$ cat config.mk
export PLATFORM = sky130hd
export DESIGN_NAME = w5300_bus_arbiter
export DESIGN_NICKNAME = d
export VERILOG_FILES = /design/src/rtl/w5300_bus_arbiter.sv
export SDC_FILE = /design/constraint.sdc
export NUM_CORES = 1
export LEC_CHECK = 0
export CAP_MARGIN = 20
export CORE_UTILIZATION = 44
export DETAILED_ROUTE_END_ITERATION = 16
export MAX_ROUTING_LAYER = met4
export PLACE_DENSITY = 0.86
export SETUP_SLACK_MARGIN = 0.2
export SLEW_MARGIN = 20
export SYNTH_ARGS = -nofsm -noshare
export SYNTH_HDL_FRONTEND = slang
export SYNTH_SLANG_ARGS = --single-unit
export TNS_END_PERCENT = 100
$ cat constraint.sdc
create_clock -name clk -period 3.8 [get_ports clk]
set_clock_uncertainty 0.15 [all_clocks]
set_input_delay 0.76 -clock clk [delete_from_list [all_inputs] [get_ports clk]]
set_output_delay 0.76 -clock clk [all_outputs]
set_load 0.01 [all_outputs]
$ cat src/rtl/w5300_bus_arbiter.sv
// w5300_bus_arbiter: round-robin arbiter sharing the W5300 host-bus engine between requesters.
// Optional macro W5300_ARB_LOCK_EN adds a lock input for back-to-back ops by one requester.
module w5300_bus_arbiter #(
   parameter int N_REQ   = 4,
   parameter int PRIO0   = 1,
   parameter int TIMEOUT = 1024,
   parameter int TO_W    = 11
) (
   input  logic                  clk,
   input  logic                  rst,
`ifdef W5300_ARB_LOCK_EN
   input  logic [N_REQ-1:0]      lock,
`endif
   input  logic [N_REQ-1:0]      req,
   input  logic [N_REQ*11-1:0]   req_addr,
   input  logic [N_REQ*16-1:0]   req_wdata,
   output logic [N_REQ-1:0]      gnt,
   output logic [N_REQ-1:0]      done,
   output logic [N_REQ-1:0]      err,
   output logic [15:0]           rd_data,
   output logic                  busy,
   output logic                  bus_start,
   output logic [10:0]           bus_addr,
   output logic [15:0]           bus_wdata,
   input  logic [15:0]           bus_rdata,
   input  logic                  bus_done,
   output logic                  bus_abort
);
   localparam int IW = $clog2(N_REQ);
   typedef enum logic [2:0] {S_IDLE, S_ISSUE, S_WAIT, S_DONE, S_ERR} state_t;
   state_t            state_q;
   logic [IW-1:0]     w_q, rr_q, win_d, sel_d;
   logic [TO_W-1:0]   cnt_q;
   logic [N_REQ-1:0]  gnt_q, done_q, err_q;
   logic [15:0]       rd_data_q, bus_wdata_q;
   logic [10:0]       bus_addr_q;
   logic              busy_q, bus_start_q, bus_abort_q, lock_w;
   // Lowest offset from the round-robin pointer wins; requester 0 may pre-empt it.
   function automatic logic [IW-1:0] pick(input logic [N_REQ-1:0] r, input logic [IW-1:0] p);
      pick = p;
      for (int i = N_REQ - 1; i >= 0; i--)
         if (r[(int'(p) + i) % N_REQ]) pick = IW'((int'(p) + i) % N_REQ);
      if (PRIO0 != 0 && r[0]) pick = '0;
   endfunction
`ifdef W5300_ARB_LOCK_EN
   assign lock_w = lock[w_q];
`else
   assign lock_w = 1'b0;
`endif
   assign win_d = pick(req, rr_q);
   assign sel_d = (state_q == S_IDLE) ? win_d : w_q;
   always_ff @(posedge clk) begin
      if (rst) begin
         state_q     <= S_IDLE;
         w_q         <= '0;
         rr_q        <= '0;
         cnt_q       <= '0;
         gnt_q       <= '0;
         done_q      <= '0;
         err_q       <= '0;
         rd_data_q   <= '0;
         busy_q      <= 1'b0;
         bus_start_q <= 1'b0;
         bus_addr_q  <= '0;
         bus_wdata_q <= '0;
         bus_abort_q <= 1'b0;
      end else begin
         bus_start_q <= 1'b0;
         done_q      <= '0;
         err_q       <= '0;
         bus_abort_q <= 1'b0;
         case (state_q)
            S_IDLE, S_DONE: begin
               if ((state_q == S_IDLE && |req) || (state_q == S_DONE && lock_w)) begin
                  state_q     <= S_ISSUE;
                  w_q         <= sel_d;
                  gnt_q       <= N_REQ'(1) << sel_d;
                  bus_addr_q  <= req_addr[11*sel_d +: 11];
                  bus_wdata_q <= req_wdata[16*sel_d +: 16];
                  bus_start_q <= 1'b1;
                  busy_q      <= 1'b1;
               end else begin
                  state_q <= S_IDLE;
                  gnt_q   <= '0;
                  busy_q  <= 1'b0;
                  if (state_q == S_DONE) rr_q <= (w_q == IW'(N_REQ - 1)) ? '0 : w_q + 1'b1;
               end
            end
            S_ISSUE: begin
               cnt_q   <= '0;
               state_q <= S_WAIT;
            end
            S_WAIT: begin
               if (bus_done) begin
                  state_q      <= S_DONE;
                  rd_data_q    <= bus_rdata;
                  done_q[w_q]  <= 1'b1;
                  gnt_q        <= lock_w ? gnt_q : '0;
               end else if (cnt_q == TO_W'(TIMEOUT - 1)) begin
                  state_q     <= S_ERR;
                  err_q[w_q]  <= 1'b1;
                  bus_abort_q <= 1'b1;
                  gnt_q       <= '0;
               end else begin
                  cnt_q <= cnt_q + 1'b1;
               end
            end
            default: begin
               state_q <= S_IDLE;
               busy_q  <= 1'b0;
               rr_q    <= (w_q == IW'(N_REQ - 1)) ? '0 : w_q + 1'b1;
            end
         endcase
      end
   end
   assign gnt       = gnt_q;
   assign done      = done_q;
   assign err       = err_q;
   assign rd_data   = rd_data_q;
   assign busy      = busy_q;
   assign bus_start = bus_start_q;
   assign bus_addr  = bus_addr_q;
   assign bus_wdata = bus_wdata_q;
   assign bus_abort = bus_abort_q;
endmodule
==> qor.tcl, run 1 <==
set qor(outcome) {completed}
set qor(final_max_slew_viols) 0
set qor(worst-slew-pin-transition_ps) 661.8
set qor(unrepaired_setup_endpoints_after_global_routing) {no}
set qor(cap_violations) 0
set qor(routabilityCongestion) 0.8909
set qor(clock_buffer_count_from_cts) 9
set qor(multi_input_comb_area_sq_mm) 0.002203
set qor(timing.setup.critical_path_class) {in2reg}
set qor(seqCellArea_sq_mm) 0.001521
set qor(syn_nets) 569
set qor(hpwl_detailed_mm) 9.012
set qor(cts-resized-gates) 0
set qor(synth.top_cells.by_area) {sky130_fd_sc_hd__dfxtp_1 (38%), sky130_fd_sc_hd__nand2_1 (8.5%), sky130_fd_sc_hd__mux2i_1 (8.1%), sky130_fd_sc_hd__a211oi_2 (7.0%), sky130_fd_sc_hd__a211oi_1 (5.7%)}
set qor(synth_edf_count) 0
set qor(grt_overflow_total) 0
set qor(die_w_um) 96.81
set qor(synthCells) 433
set qor(fp.dieH_um) 96.81
set qor(grt_max_degree) 42
set qor(initialDrtViolationCount) 161
set qor(powerDensity_mw_per_mm2) 383.0
set qor(cts.sinks) 76
set qor(global_route_wire_length_before_repair_mm) 19.70
set qor(maximum_fanout_along_the_worst_path) 39
set qor(route.detailed.drc) 0
set qor(dieArea_sq_mm) 0.009372
set qor(core_region_area_sq_mm) 0.008721
set qor(post_synth.cell_area_avg_sq_um) 9.134
set qor(worst_setup_path_end_kind) {flop}
set qor(synthTopCellsByCount) {sky130_fd_sc_hd__nand2_1 (90), sky130_fd_sc_hd__dfxtp_1 (76), sky130_fd_sc_hd__mux2i_1 (32)}
set qor(yosys_register_bits) 76
set qor(max-clock-path-buffers) 2
set qor(crit_path_max_incr_delay_ps) 570
set qor(average_wire_length_per_cell_after_detail_routing_um) 16.87
set qor(port-buffer-count) 188
set qor(setup.worst_path.start_class) {primary input}
set qor(placement_rows) 34
set qor(drt_first_pass_iters) 4
set qor(area_delta_synth_final_pct) 53.05
set qor(finalSetupViolCount) 0
set qor(syn-cell-area_sq_mm) 0.003955
set qor(floorplan.initialDensity_pct) 45.35
set qor(power_leakage_nw) 2.205
set qor(post-synth-top-count-cell) {sky130_fd_sc_hd__nand2_1}
set qor(timing.critical_path.arrival_ps) 2920
set qor(slew-limit-headroom_pct) 55.79
set qor(antenna-diode-count) 0
set qor(clkSlewWorstSetupHoldPaths_ps) 80
set qor(synth-seq-area-share_pct) 38.47
set qor(synth-async-reset-ratio_pct) 0
set qor(setup_tns_ps) 0
set qor(final_util_pct) 69.41
set qor(hp-class) {reg2reg}
set qor(route.vias.total) 3934
set qor(initial_antenna_violation_count) 0
set qor(achievable-frequency_mhz) 355.8
set qor(nNetsFinal) 743
set qor(cts_root_buf) {sky130_fd_sc_hd__clkbuf_8}
set qor(cp_slowest_cell) {sky130_fd_sc_hd__or4_4}
set qor(synth.distinct_cells) 47
set qor(first_global_vias) 3982
set qor(critical_path.cell_chain) {clkdlybuf4s50_1, or4_4, and2_2, buf_4, nand2_1, a211oi_1, a211oi_2}
set qor(timing.final.crit_period_ps) 2811
set qor(cts-hold-fix-buffers) 0
set qor(hold_fails_final_rpt) 0
set qor(h-tree-depth) 3
set qor(route.final.wire_length_mm) 12.15
set qor(via_per_inst) 5.464
set qor(r2r_setup_slack_ps) 1430
set qor(timing.critical_path.required_ps) 3910
set qor(num-fill-cells) 683
set qor(syn_warnings) 0
set qor(top_level_ports) 189
set qor(post_cts_buffers) 0
set qor(synth_top_cell_by_area) {sky130_fd_sc_hd__dfxtp_1}
set qor(grt_util_all_layers_pct) 26.65
set qor(clk-insertion-delay-late_ps) 350
set qor(synth_top_cell_area_share_pct) 38.47
set qor(clock_tree_from_tritoncts) {built}
set qor(drive_above_1_share_pct) 9.314
set qor(vdd_ir_drop_max_v) 0.0002122
set qor(ant_nets) 0
set qor(post-route-period-util_pct) 73.97
set qor(synth_ff_type) {sky130_fd_sc_hd__dfxtp_1}
-- stage by stage --
| stage | area, sq um | setup WS (ps) | hold slack (ps) | power [mW] | instances |
|---|---|---|---|---|---|
| after floorplan | 3955 | 1340 | 260.1 | 1.315 | 433 |
| after global placement | 5837 | 727.5 | 269.7 | 1.633 | 704 |
| after detailed placement | 5837 | 644.9 | 288.5 | 1.656 | 704 |
| after CTS | 6053 | 1012 | 304.1 | 2.335 | 720 |
| after global routing | 6053 | 899.1 | 327.3 | 2.429 | 720 |
| final | 6053 | 989.2 | 304.2 | 2.318 | 720 |
-- critical path, delay by kind of cell --
kind	cells	cell delay [ps]
AND/OR/NAND/NOR	3	1000
buffers and inverters	2	860
AO/OA/AOI/OAI	2	290
-- cells in the final DEF, fill, tap and decap left out, types with 10 or more instances in the layout --
cell type / instances
sky130_fd_sc_hd__a21oi_1: 21
sky130_fd_sc_hd__mux2i_1: 32
sky130_fd_sc_hd__clkbuf_8: 10
sky130_fd_sc_hd__dfxtp_1: 76
sky130_fd_sc_hd__a211oi_2: 22
sky130_fd_sc_hd__nor2_1: 21
sky130_fd_sc_hd__o21bai_1: 28
sky130_fd_sc_hd__nand2_1: 90
sky130_fd_sc_hd__clkdlybuf4s50_1: 187
sky130_fd_sc_hd__a211oi_1: 30
-- flip-flops by register name, indices dropped and copies added (netlist names) --
name       cells
bus_abort      1
bus_addr      11
bus_start      1
bus_wdata     16
busy           1
cnt_q         11
done           4
err            4
gnt            4
rd_data       16
rr_q           2
state_q        3
w_q            2
-- where the power goes --
part | leakage, nW | internal [mW] | switching [mW]
logic | 1.47 | 0.381 | 0.339
registers | 0.621 | 0.871 | 0.0472
clock network | 0.113 | 0.385 | 0.295
total | 2.21 | 1.64 | 0.682
-- layer usage --
metal / global-route usage [%] / wire length [um]
met4: 10.33 / 246
met2: 44.69 / 5986
met5: - / 0
met1: 31.55 / 5174
met3: 5.058 / 738
-- logic make-up after synthesis --
logic type	synth area share (%)
adders and majority gates	1.582
xor gates and xnor gates	1.772
and+or+nand+nor	19.20
AOI/OAI and AO/OA	24.30
muxes	8.763
DFF	38.47
buffers and inverters	5.915
-- cell type report --
class	count	area share, %
Inverter	6	0.3721
Tap cell	108	2.232
Sequential cell	76	25.13
Timing Repair Buffer	195	32.29
Clock buffer	11	2.336
Multi-Input combinational cell	319	36.40
Clock inverter	5	1.240
-- final timing paths --
check        startpoint           end  cells after the start
max              req[0]  bus_wdata[6]                      7
min          rd_data[1]    rd_data[1]                      2
max reg2reg  state_q[1]  bus_addr[10]                      6
min reg2reg  rd_data[1]    rd_data[1]                      2
No activity file was read; power rests on OpenSTA's default activity.
==> inputs of run 2 (changes only) <==
--- a/config.mk
+++ b/config.mk
@@ -6,10 +6,10 @@
 export NUM_CORES = 1
 export LEC_CHECK = 0
 export CAP_MARGIN = 20
-export CORE_UTILIZATION = 44
+export CORE_UTILIZATION = 37
 export DETAILED_ROUTE_END_ITERATION = 16
 export MAX_ROUTING_LAYER = met4
-export PLACE_DENSITY = 0.86
+export PLACE_DENSITY = 0.77
 export SETUP_SLACK_MARGIN = 0.2
 export SLEW_MARGIN = 20
 export SYNTH_ARGS = -nofsm -noshare
==> constraint.sdc (replaced) <==
create_clock -name clk -period 2.5 [get_ports clk]
set_clock_uncertainty 0.15 [all_clocks]
set_input_delay 0.5 -clock clk [delete_from_list [all_inputs] [get_ports clk]]
set_output_delay 0.5 -clock clk [all_outputs]
set_load 0.01 [all_outputs]
==> run 2 against run 1 <==
Against the previous run: wire length rose by 1.3%; sequential share of layout area shrank 1.1 points; count of clock-buffer cells in the layout shrank 1; critical path depth stayed put; flip-flop and latch count unchanged; critical endpoint is now bus_addr[3]; largest cell class unchanged; highest routed layer unchanged.
==> qor.tcl, run 2 (same netlist as run 1, synthesis figures left out) <==
set qor(grt_util_all_layers_pct) 22.45 ;# was 26.65%
set qor(nNetsFinal) 764 ;# was 743
set qor(whs_endpoint) {cnt_q[10]} ;# was rd_data[1]
set qor(achievable-frequency_mhz) 447.4
set qor(global_route_wire_length_before_repair_mm) 19.20 ;# was 19.70 mm
set qor(worst-slew-pin-transition_ps) 656.5 ;# was 661.8 ps
set qor(slew-limit-headroom_pct) 56.15 ;# was 55.79%
set qor(total_design_power_mw) 3.643 ;# was 2.318 mW
set qor(path_delay_family) {buffers and inverters} ;# was simple AND/OR/NAND/NOR gates
set qor(seqCellArea_sq_mm) 0.001523 ;# was 0.001521 sq mm
set qor(regToRegEndpoint) {bus_addr[8]} ;# was bus_addr[10]
set qor(cts.sinks) 76 ;# unchanged
set qor(routabilityCongestion) 0.8456 ;# was 0.8909
set qor(multi_input_comb_area_sq_mm) 0.002212 ;# was 0.002203 sq mm
set qor(first_global_vias) 3931 ;# was 3982
set qor(worst_setup_path_end_kind) {flop} ;# unchanged
set qor(grt_max_degree) 50 ;# was 42
set qor(vdd_ir_drop_max_v) 0.0004258 ;# was 0.0002122 V
set qor(fp.dieH_um) 105.4 ;# was 96.81 um
set qor(setup.worst_path.start_class) {primary input} ;# unchanged
set qor(hp-class) {reg2reg} ;# unchanged
set qor(clk-insertion-delay-late_ps) 350 ;# about the same
set qor(floorplan.initialDensity_pct) 38.31 ;# was 45.35%
set qor(clock_tree_from_tritoncts) {built} ;# unchanged
set qor(powerDensity_mw_per_mm2) 575.2 ;# was 383.0 mW/mm^2
set qor(route.detailed.drc) 0 ;# unchanged
set qor(port-buffer-count) 188 ;# unchanged
set qor(cts_root_buf) {sky130_fd_sc_hd__clkbuf_8} ;# unchanged
set qor(crit_path_max_incr_delay_ps) 540 ;# was 570 ps
set qor(area_delta_synth_final_pct) 60.14 ;# was 53.05%
set qor(drt_first_pass_iters) 4 ;# unchanged
set qor(depth_of_the_worst_hold_timing_path) 2 ;# unchanged
set qor(top_level_ports) 189 ;# unchanged
set qor(critical_path_buf_inv_count) 2 ;# unchanged
set qor(timing.critical_path.required_ps) 2580 ;# was 3910 ps
set qor(maximum_fanout_along_the_worst_path) 21 ;# was 39
set qor(timing.critical_path.arrival_ps) 2320 ;# was 2920 ps
set qor(clock_buffer_count_from_cts) 9 ;# unchanged
set qor(r2r_start) {state_q[0]} ;# was state_q[1]
set qor(timing.final.crit_period_ps) 2235
set qor(die_w_um) 105.4 ;# was 96.81 um
set qor(post_cts_buffers) 0 ;# unchanged
set qor(fin_worst_hold_slack_ps) 297.3 ;# was 304.2 ps
set qor(layout.cells.most_common_list) {sky130_fd_sc_hd__clkdlybuf4s50_1 (184), sky130_fd_sc_hd__nand2_1 (90), sky130_fd_sc_hd__dfxtp_1 (75)} ;# was sky130_fd_sc_hd__clkdlybuf4s50_1 (187), sky130_fd_sc_hd__nand2_1 (90), sky130_fd_sc_hd__dfxtp_1 (76)
set qor(antenna-diode-count) 0 ;# unchanged
set qor(cp_slowest_cell) {sky130_fd_sc_hd__clkdlybuf4s50_1} ;# was sky130_fd_sc_hd__or4_4
set qor(layout.cell_area.non_filler_sq_mm) 0.006334 ;# was 0.006053 sq mm
set qor(ant_nets) 0 ;# unchanged
set qor(hold_fails_final_rpt) 0 ;# unchanged
set qor(initialDrtViolationCount) 164 ;# was 161
set qor(max-clock-path-buffers) 2 ;# unchanged
set qor(route.vias.total) 3939 ;# was 3934
set qor(power_leakage_nw) 2.359 ;# was 2.205 nW
set qor(hp-start) {cnt_q[10]} ;# was rd_data[1]
set qor(mostFrequentLayoutCell) {sky130_fd_sc_hd__clkdlybuf4s50_1} ;# unchanged
set qor(outcome) {completed} ;# unchanged
set qor(clkSlewWorstSetupHoldPaths_ps) 80 ;# about the same
set qor(r2r_setup_slack_ps) 340 ;# was 1430 ps
set qor(critical_path.cell_chain) {clkdlybuf4s50_1, o21bai_1, a221oi_4, mux2_4, buf_12, mux2i_1, a211oi_2} ;# was clkdlybuf4s50_1, or4_4, and2_2, buf_4, nand2_1, a211oi_1, a211oi_2
set qor(finalSetupViolCount) 0 ;# unchanged
set qor(grt_overflow_total) 0 ;# unchanged
set qor(via_per_inst) 5.122 ;# was 5.464
set qor(final_cell_count_no_fill) 769 ;# was 720
set qor(post-route-period-util_pct) 89.41
set qor(drive_above_1_share_pct) 12.64 ;# was 9.314%
set qor(average_wire_length_per_cell_after_detail_routing_um) 16.00 ;# was 16.87 um
set qor(timing.setup.critical_path_class) {in2reg} ;# unchanged
set qor(min_setup_slack_post_route_ps) 264.9 ;# was 989.2 ps
set qor(place_ws_ps) -123.6 ;# was 644.9 ps
set qor(placement_rows) 37 ;# was 34
set qor(reg2reg_depth) 5 ;# was 6
set qor(final_max_slew_viols) 0 ;# unchanged
set qor(unrepaired_setup_endpoints_after_global_routing) {no} ;# unchanged
set qor(hpwl_detailed_mm) 9.229 ;# was 9.012 mm
set qor(cap_violations) 0 ;# unchanged
set qor(place_area_sq_mm) 0.006045 ;# was 0.005837 sq mm
set qor(dieArea_sq_mm) 0.01111 ;# was 0.009372 sq mm
set qor(h-tree-depth) 3 ;# unchanged
set qor(dp.cells) 751 ;# was 704
set qor(initial_antenna_violation_count) 0 ;# unchanged
set qor(route.final.wire_length_mm) 12.30 ;# was 12.15 mm
set qor(num-fill-cells) 868 ;# was 683
set qor(core_region_area_sq_mm) 0.01032 ;# was 0.008721 sq mm
-- run 2: cell types whose count changed in the layout (fill, tap and decap cells not counted), sizes merged --
| cell | before | now |
|---|---|---|
| inv | 6 | 9 |
| clkinv | 3 | 1 |
| clkdlybuf4s50 | 187 | 184 |
| dlymetal6s2s | 0 | 3 |
| buf | 8 | 27 |
| clkbuf | 11 | 12 |
-- run 2: worst max-delay path by stage --
| stage | from | endpoint | slack, ps | cells past startpoint |
|---|---|---|---|---|
| floorplan | req[0] | bus_addr[10] | 300 | 7 |
| global placement | req[0] | bus_wdata[9] | -70 | 6 |
| detailed placement | req[1] | bus_wdata[9] | -120 | 7 |
| CTS | req[1] | bus_wdata[9] | 250 | 7 |
| global route | state_q[0] | bus_addr[8] | 200 | 5 |
| finish | req[2] | bus_addr[3] | 260 | 7 |
-- run 2: area by class of cell --
class	count	area share, %
Clock buffer	10	2.015
Clock inverter	6	1.501
Inverter	6	0.3556
Multi-Input combinational cell	319	34.93
Sequential cell	76	24.04
Tap cell	136	2.687
Timing Repair Buffer	216	34.47
-- run 2: worst reg2reg max path, delay by kind of cell (launching register included) --
family | cells | cell delay [ps]
buffers and inverters | 1 | 230
DFF | 1 | 400
AOI/OAI and AO/OA | 2 | 360
and+or+nand+nor | 2 | 910
-- run 2: what timing repair did --
action,CTS,global route
hold buffers,0,0
setup endpoints to repair,0,24
gates resized for setup,0,6
hold endpoints to repair,0,0
-- run 2: metal layers --
layer	share of wire, %	up-vias	GRT usage, %
li1	-	1933	-
met5	0	-	-
met3	8.0	18	5.628
met2	50	180	39.19
met1	40	1808	25.41
met4	1.8	0	6.237
-- run 2: per-stage QoR --
| stage | setup TNS, ps | util (%) |
|---|---|---|
| final | 0 | 61.35 |
| after CTS | 0 | 60.71 |
| after floorplan | 0 | - |
| after detailed placement | -2627 | 58.55 |
| after global routing | 0 | 61.35 |
| after global placement | -1315 | 58.55 |
-- run 2: report_power, final --
group	switching (mW)	total, mW	internal (mW)
Combinational	0.524	1.17	0.642
Clock	0.499	1.07	0.576
Sequential	0.0779	1.40	1.32
==> inputs of run 3 (changes only) <==
--- a/config.mk
+++ b/config.mk
@@ -6,12 +6,12 @@
 export NUM_CORES = 1
 export LEC_CHECK = 0
 export CAP_MARGIN = 20
+export CORE_ASPECT_RATIO = 1.2
 export CORE_UTILIZATION = 37
 export DETAILED_ROUTE_END_ITERATION = 16
 export MAX_ROUTING_LAYER = met4
 export PLACE_DENSITY = 0.77
 export SETUP_SLACK_MARGIN = 0.2
-export SLEW_MARGIN = 20
 export SYNTH_ARGS = -nofsm -noshare
 export SYNTH_HDL_FRONTEND = slang
 export SYNTH_SLANG_ARGS = --single-unit
==> run 3 against run 2 <==
Against the previous run: non-clock buffer count increased by 8; critical endpoint is now bus_wdata[9]; utilization increased by 1.8 points; wire length increased by 12%; critical path depth decreased by 1; final cell count increased by 0.65%; highest routed layer unchanged; largest cell class unchanged; global-route usage increased by 1.8 points.
==> qor.tcl, run 3 (same netlist as run 1, synthesis figures left out) <==
set qor(setup_tns_ps) 0 ;# unchanged
set qor(cp_slowest_cell) {sky130_fd_sc_hd__a211oi_1} ;# was sky130_fd_sc_hd__clkdlybuf4s50_1
set qor(place_ws_ps) -216.6 ;# was -123.6 ps
set qor(clkSlewWorstSetupHoldPaths_ps) 60 ;# was 80 ps
set qor(area_delta_synth_final_pct) 66.97 ;# was 60.14%
set qor(worst_setup_path_end_kind) {flop} ;# unchanged
set qor(clk-insertion-delay-late_ps) 330 ;# was 350 ps
set qor(core_region_area_sq_mm) 0.01047 ;# was 0.01032 sq mm
set qor(min_setup_slack_post_route_ps) 236.9 ;# was 264.9 ps
set qor(layout.cells.most_common_list) {sky130_fd_sc_hd__clkdlybuf4s50_1 (183), sky130_fd_sc_hd__nand2_1 (90), sky130_fd_sc_hd__dfxtp_1 (76)} ;# was sky130_fd_sc_hd__clkdlybuf4s50_1 (184), sky130_fd_sc_hd__nand2_1 (90), sky130_fd_sc_hd__dfxtp_1 (75)
set qor(startpoint) {state_q[1]} ;# was req[2]
set qor(hp-start) {cnt_q[10]} ;# unchanged
set qor(hp-class) {reg2reg} ;# unchanged
set qor(vdd_ir_drop_max_v) 0.0003509 ;# was 0.0004258 V
set qor(hold_fails_final_rpt) 0 ;# unchanged
set qor(timing.critical_path.required_ps) 2550 ;# was 2580 ps
set qor(clock_tree_from_tritoncts) {built} ;# unchanged
set qor(post-route-period-util_pct) 90.53 ;# was 89.41%
set qor(route.detailed.drc) 0 ;# unchanged
set qor(slew-limit-headroom_pct) 55.91 ;# was 56.15%
set qor(cts.sinks) 76 ;# unchanged
set qor(drive_above_1_share_pct) 15.58 ;# was 12.64%
set qor(r2r_start) {state_q[1]} ;# was state_q[0]
set qor(outcome) {completed} ;# unchanged
set qor(route.vias.total) 4082 ;# was 3939
set qor(layout.cell_area.non_filler_sq_mm) 0.006604 ;# was 0.006334 sq mm
set qor(routabilityCongestion) 0.8691 ;# was 0.8456
set qor(timing.critical_path.arrival_ps) 2310 ;# was 2320 ps
set qor(grt_util_all_layers_pct) 24.27 ;# was 22.45%
set qor(cp_common_cell) {sky130_fd_sc_hd__buf_4}
set qor(setup.worst_path.start_class) {flop} ;# was primary input
set qor(global_route_wire_length_before_repair_mm) 19.96 ;# was 19.20 mm
set qor(drt_first_pass_iters) 4 ;# unchanged
set qor(power_leakage_nw) 2.468 ;# was 2.359 nW
set qor(dieArea_sq_mm) 0.01111 ;# about the same
set qor(initial_antenna_violation_count) 3 ;# was 0
set qor(fp.dieH_um) 115.3 ;# was 105.4 um
set qor(ant_nets) 0 ;# unchanged
set qor(worst-slew-pin-transition_ps) 660.0 ;# was 656.5 ps
set qor(first_global_vias) 4013 ;# was 3931
set qor(total_design_power_mw) 3.966 ;# was 3.643 mW
set qor(unrepaired_setup_endpoints_after_global_routing) {yes} ;# was no
set qor(h-tree-depth) 3 ;# unchanged
set qor(via_per_inst) 5.274 ;# was 5.122
set qor(clock_buffer_count_from_cts) 9 ;# unchanged
set qor(crit_path_max_incr_delay_ps) 460 ;# was 540 ps
set qor(max-clock-path-buffers) 2 ;# unchanged
set qor(nNetsFinal) 773 ;# was 764
set qor(mostFrequentLayoutCell) {sky130_fd_sc_hd__clkdlybuf4s50_1} ;# unchanged
set qor(initialDrtViolationCount) 218 ;# was 164
set qor(timing.final.crit_period_ps) 2263 ;# was 2235 ps
set qor(achievable-frequency_mhz) 441.9 ;# was 447.4 MHz
set qor(route.final.wire_length_mm) 13.73 ;# was 12.30 mm
set qor(grt_max_degree) 31 ;# was 50
set qor(cts_root_buf) {sky130_fd_sc_hd__clkbuf_16} ;# was sky130_fd_sc_hd__clkbuf_8
set qor(placement_rows) 41 ;# was 37
set qor(maximum_fanout_along_the_worst_path) 7 ;# was 21
set qor(final_max_slew_viols) 0 ;# unchanged
set qor(timing.setup.critical_path_class) {reg2reg} ;# was in2reg
set qor(cts-hold-fix-buffers) 0 ;# unchanged
set qor(critical_path.cell_chain) {buf_4, nor3_4, mux2_2, buf_4, a211oi_1, a211oi_4} ;# was clkdlybuf4s50_1, o21bai_1, a221oi_4, mux2_4, buf_12, mux2i_1, a211oi_2
set qor(top_level_ports) 189 ;# unchanged
set qor(place_area_sq_mm) 0.006043 ;# was 0.006045 sq mm
set qor(path_delay_family) {compound AO/OA/AOI/OAI gates} ;# was buffers and inverters
set qor(average_wire_length_per_cell_after_detail_routing_um) 17.74 ;# was 16.00 um
set qor(powerDensity_mw_per_mm2) 600.6 ;# was 575.2 mW/mm^2
set qor(floorplan.initialDensity_pct) 37.79 ;# was 38.31%
set qor(cap_violations) 0 ;# unchanged
set qor(hpwl_detailed_mm) 10.01 ;# was 9.229 mm
set qor(grt_overflow_total) 0 ;# unchanged
set qor(critical_path_buf_inv_count) 2 ;# unchanged
set qor(finalSetupViolCount) 0 ;# unchanged
set qor(port-buffer-count) 188 ;# unchanged
set qor(die_w_um) 96.38 ;# was 105.4 um
set qor(fin_worst_hold_slack_ps) 286.5 ;# was 297.3 ps
-- run 3: metrics by stage --
stage	cells	utilization, %
6_report	774	63.10
5_1_grt	774	63.10
4_1_cts	767	61.00
3_5_place_dp	749	57.75
3_3_place_gp	749	57.75
2_1_floorplan	433	-
-- run 3: final cells by class --
class	instances	area, sq um
timing repair buffer	224	2265
tap	129	161.4
fill	856	3861
clock buffer	10	239.0
sequential	76	1521
antenna	3	7.507
multi-input combinational	320	2323
clock inverter	6	63.81
inverter	6	22.52
-- run 3: metal layers --
metal	share of wire [%]	routed length (um)	GRT usage, %
met5	0	0	-
met1	38	5213	26.48
met2	49	6751	40.05
met4	3.4	465	10.59
met3	9.5	1302	7.804
-- run 3: repair_timing --
item,CTS,global route
resized for setup,6,29
pin swaps,1,2
setup buffers,1,2
setup endpoints to repair,12,29
gates cloned,1,2
-- run 3: path summary, 6_finish.rpt --
check | cells after the start | end | slack, ps
setup / recovery | 6 | bus_wdata[9] | 240
hold / removal | 2 | cnt_q[10] | 290
setup reg to reg | 6 | bus_wdata[9] | 240
hold reg to reg | 2 | cnt_q[10] | 290
-- run 3: where the power goes --
| group | leakage (nW) | total (mW) | switching [mW] | internal [mW] |
|---|---|---|---|---|
| Combinational | 1.70 | 1.26 | 0.574 | 0.688 |
| Sequential | 0.621 | 1.40 | 0.0718 | 1.33 |
| Clock | 0.144 | 1.31 | 0.508 | 0.798 |
| Total | 2.47 | 3.97 | 1.15 | 2.81 |
-- run 3: tightest hold or removal path, stage by stage, from the launching register on --
cell	delay [ps]
sky130_fd_sc_hd__dfxtp_1	310
sky130_fd_sc_hd__inv_1	50
sky130_fd_sc_hd__a211oi_1	40
==> RTL edit, RTL diff (settings of run 1) <==
The parameter `PRIO0` goes from 1 to 0.
--- a/src/rtl/w5300_bus_arbiter.sv
+++ b/src/rtl/w5300_bus_arbiter.sv
@@ -4,3 +4,3 @@
    parameter int N_REQ   = 4,
-   parameter int PRIO0   = 1,
+   parameter int PRIO0   = 0,
    parameter int TIMEOUT = 1024,
Function: not settled (the Yosys comparison gave no result); the edit may change what the design does.
==> RTL edit against run 1 <==
Power increased by 7.3%. Hold slack improved by 0.0012 ns. Routed wire length increased by 2.9%. Sequential cell count unchanged. Non-clock buffer count decreased by 1. Setup slack got worse by 0.066 ns. Fmax decreased by 2.3%. Area after synthesis increased by 4.3%. Combinational power increased by 28%. Cell area increased by 2.3%. Sequential power increased by 6.6%. Critical path type unchanged. Critical endpoint is now bus_wdata[2]. Largest cell class unchanged. Highest routed layer unchanged.
==> RTL edit: results (changes against run 1) <==
Clocking
  • Number of setup buffers added after CTS: 0 (unchanged)
  • Clock latency on the worst-skew pair: 0.35 ns (about the same)
  • CTS H-tree lvls: 3 (unchanged)
  • Maximum buffer depth of the clock tree: 2 (unchanged)

Logic synthesis
  • Sequential share of the synthesized area: 36.87% (-1.6 points)
  • Top post-synthesis cells by count: 76 x dfxtp_1, 54 x nand2_1, 51 x nand3_1
  • Post-synthesis area per instance: 8.761 sq um (-4.1%)
  • Number of nets in the synthesized netlist: 607 (+6.7%)
  • Post-synth cell types: 61 (+30%)
  • Top cells by area in the synthesized netlist: dfxtp_1 37%, a32oi_2 7.9%, mux2i_1 7.5%

Global route
  • Pin count of the biggest net entering global routing: 57 (+36%)
  • Global routing usage summed across all routing layers: 25.46% (-1.2 points)
  • First-pass GRT wire length: 19310 microns (-2.0%)
  • Vias in the first global route: 4159 (+4.4%)

Drt
  • Drt first-iter violations: 273 (+70%)
  • Per-cell routed wire length: 16.47 microns (-2.4%)
  • Detailed-route vias per instance: 5.578 (+2.1%)

Pwr
  • Leakage power total: 2.249 nW (+2.0%)
  • Switching part of the total power: 33.27% (+3.9 points)
  • Max VDD drop: 0.0002263 V (+6.7%)

Critical path
  • Critical path fanouts, max: 14 (-64%)
  • Arrival time worst endpoint: 2.96 ns (+0.04 ns)
  • Setup slack on the worst flop-to-flop path: 1.47 ns (+0.04 ns)

Place
  • Final RePlAce weighted congestion: 0.8725 (-2.1%)
  • Sum of net half-perimeters after detailed placement: 9119 microns (+1.2%)
  • Number of placed cells counting well taps: 743 (+5.5%)

Status
  • Result of the run: finished clean

Cells and area
  • Fin nets: 782 (+5.2%)
  • Fin cells: 759 (+5.4%)
  • Fraction of layout cells with a size suffix above 1: 10.91% (+1.6 points)
  • Fillers: 657 (-3.8%)

STA
  • Actual transition at the worst max-transition pin: 0.8915 ns (+0.2297 ns)
RTL edit: critical path, stage by stage:
cell and delay (ns):
clkdlybuf4s50_1 0.61, and3b_1 0.22, or4_4 0.46, a21oi_4 0.51
buf_4 0.31, a32oi_2 0.07
RTL edit: path summary, 6_finish.rpt:
check,cells past startpoint,start,endpoint
max,6,req[3],bus_wdata[2]
min,2,rd_data[0],rd_data[0]
max reg2reg,5,rr_q[0],bus_wdata[2]
min reg2reg,2,rd_data[0],rd_data[0]
RTL edit: final cells by class:
class	count	area (sq um)	area share [%]
Multi-Input combinational cell	332	2288	36.97
Timing Repair Buffer	194	1934	31.25
Sequential cell	76	1521	24.58
Clock buffer	10	137.6	2.224
Tap cell	108	135.1	2.183
Inverter	33	123.9	2.001
Clock inverter	6	48.80	0.7884
RTL edit: metal layers:
| layer | GRT usage (%) | vias to the layer above | share of wire [%] |
|---|---|---|---|
| met5 | - | - | 0 |
| met4 | 10.56 | 0 | 2.2 |
| met3 | 4.397 | 21 | 5.5 |
| met2 | 43.20 | 160 | 51 |
| met1 | 29.71 | 2026 | 42 |
| li1 | - | 2027 | - |
RTL edit: per-stage QoR:
stage | hold WS [ns] | instance area, sq um | worst slack (ns)
after detailed placement | 0.2962 | 6003 | 0.5719
after CTS | 0.3063 | 6190 | 0.9536
after global placement | 0.2917 | 6003 | 0.6654
final | 0.3054 | 6190 | 0.9230
after floorplan | 0.3153 | 4126 | 1.578
after global routing | 0.3356 | 6190 | 0.8680
RTL edit: cells by family (layout without fill, tap and decap cells):
family | count (synthesis) | in the layout | share of synthesized area, %
xor+xnor | 8 | 8 | 1.698
flops | 76 | 76 | 36.87
simple gates | 187 | 187 | 23.71
fa+ha+maj | 5 | 5 | 1.516
compound gates | 101 | 101 | 20.86
mux | 31 | 31 | 7.520
buf+inv | 63 | 243 | 7.823
RTL edit: power groups by stage:
stage | Clock [W] | Sequential (W) | Combinational [W]
CTS | 0.000593 | 0.000978 | 0.000921
global placement | 0 | 0.000992 | 0.000890
detailed placement | 0 | 0.000996 | 0.000915
floorplan | 0 | 0.00103 | 0.000463
finish | 0.000586 | 0.000979 | 0.000921
global route | 0.000631 | 0.000992 | 0.000989
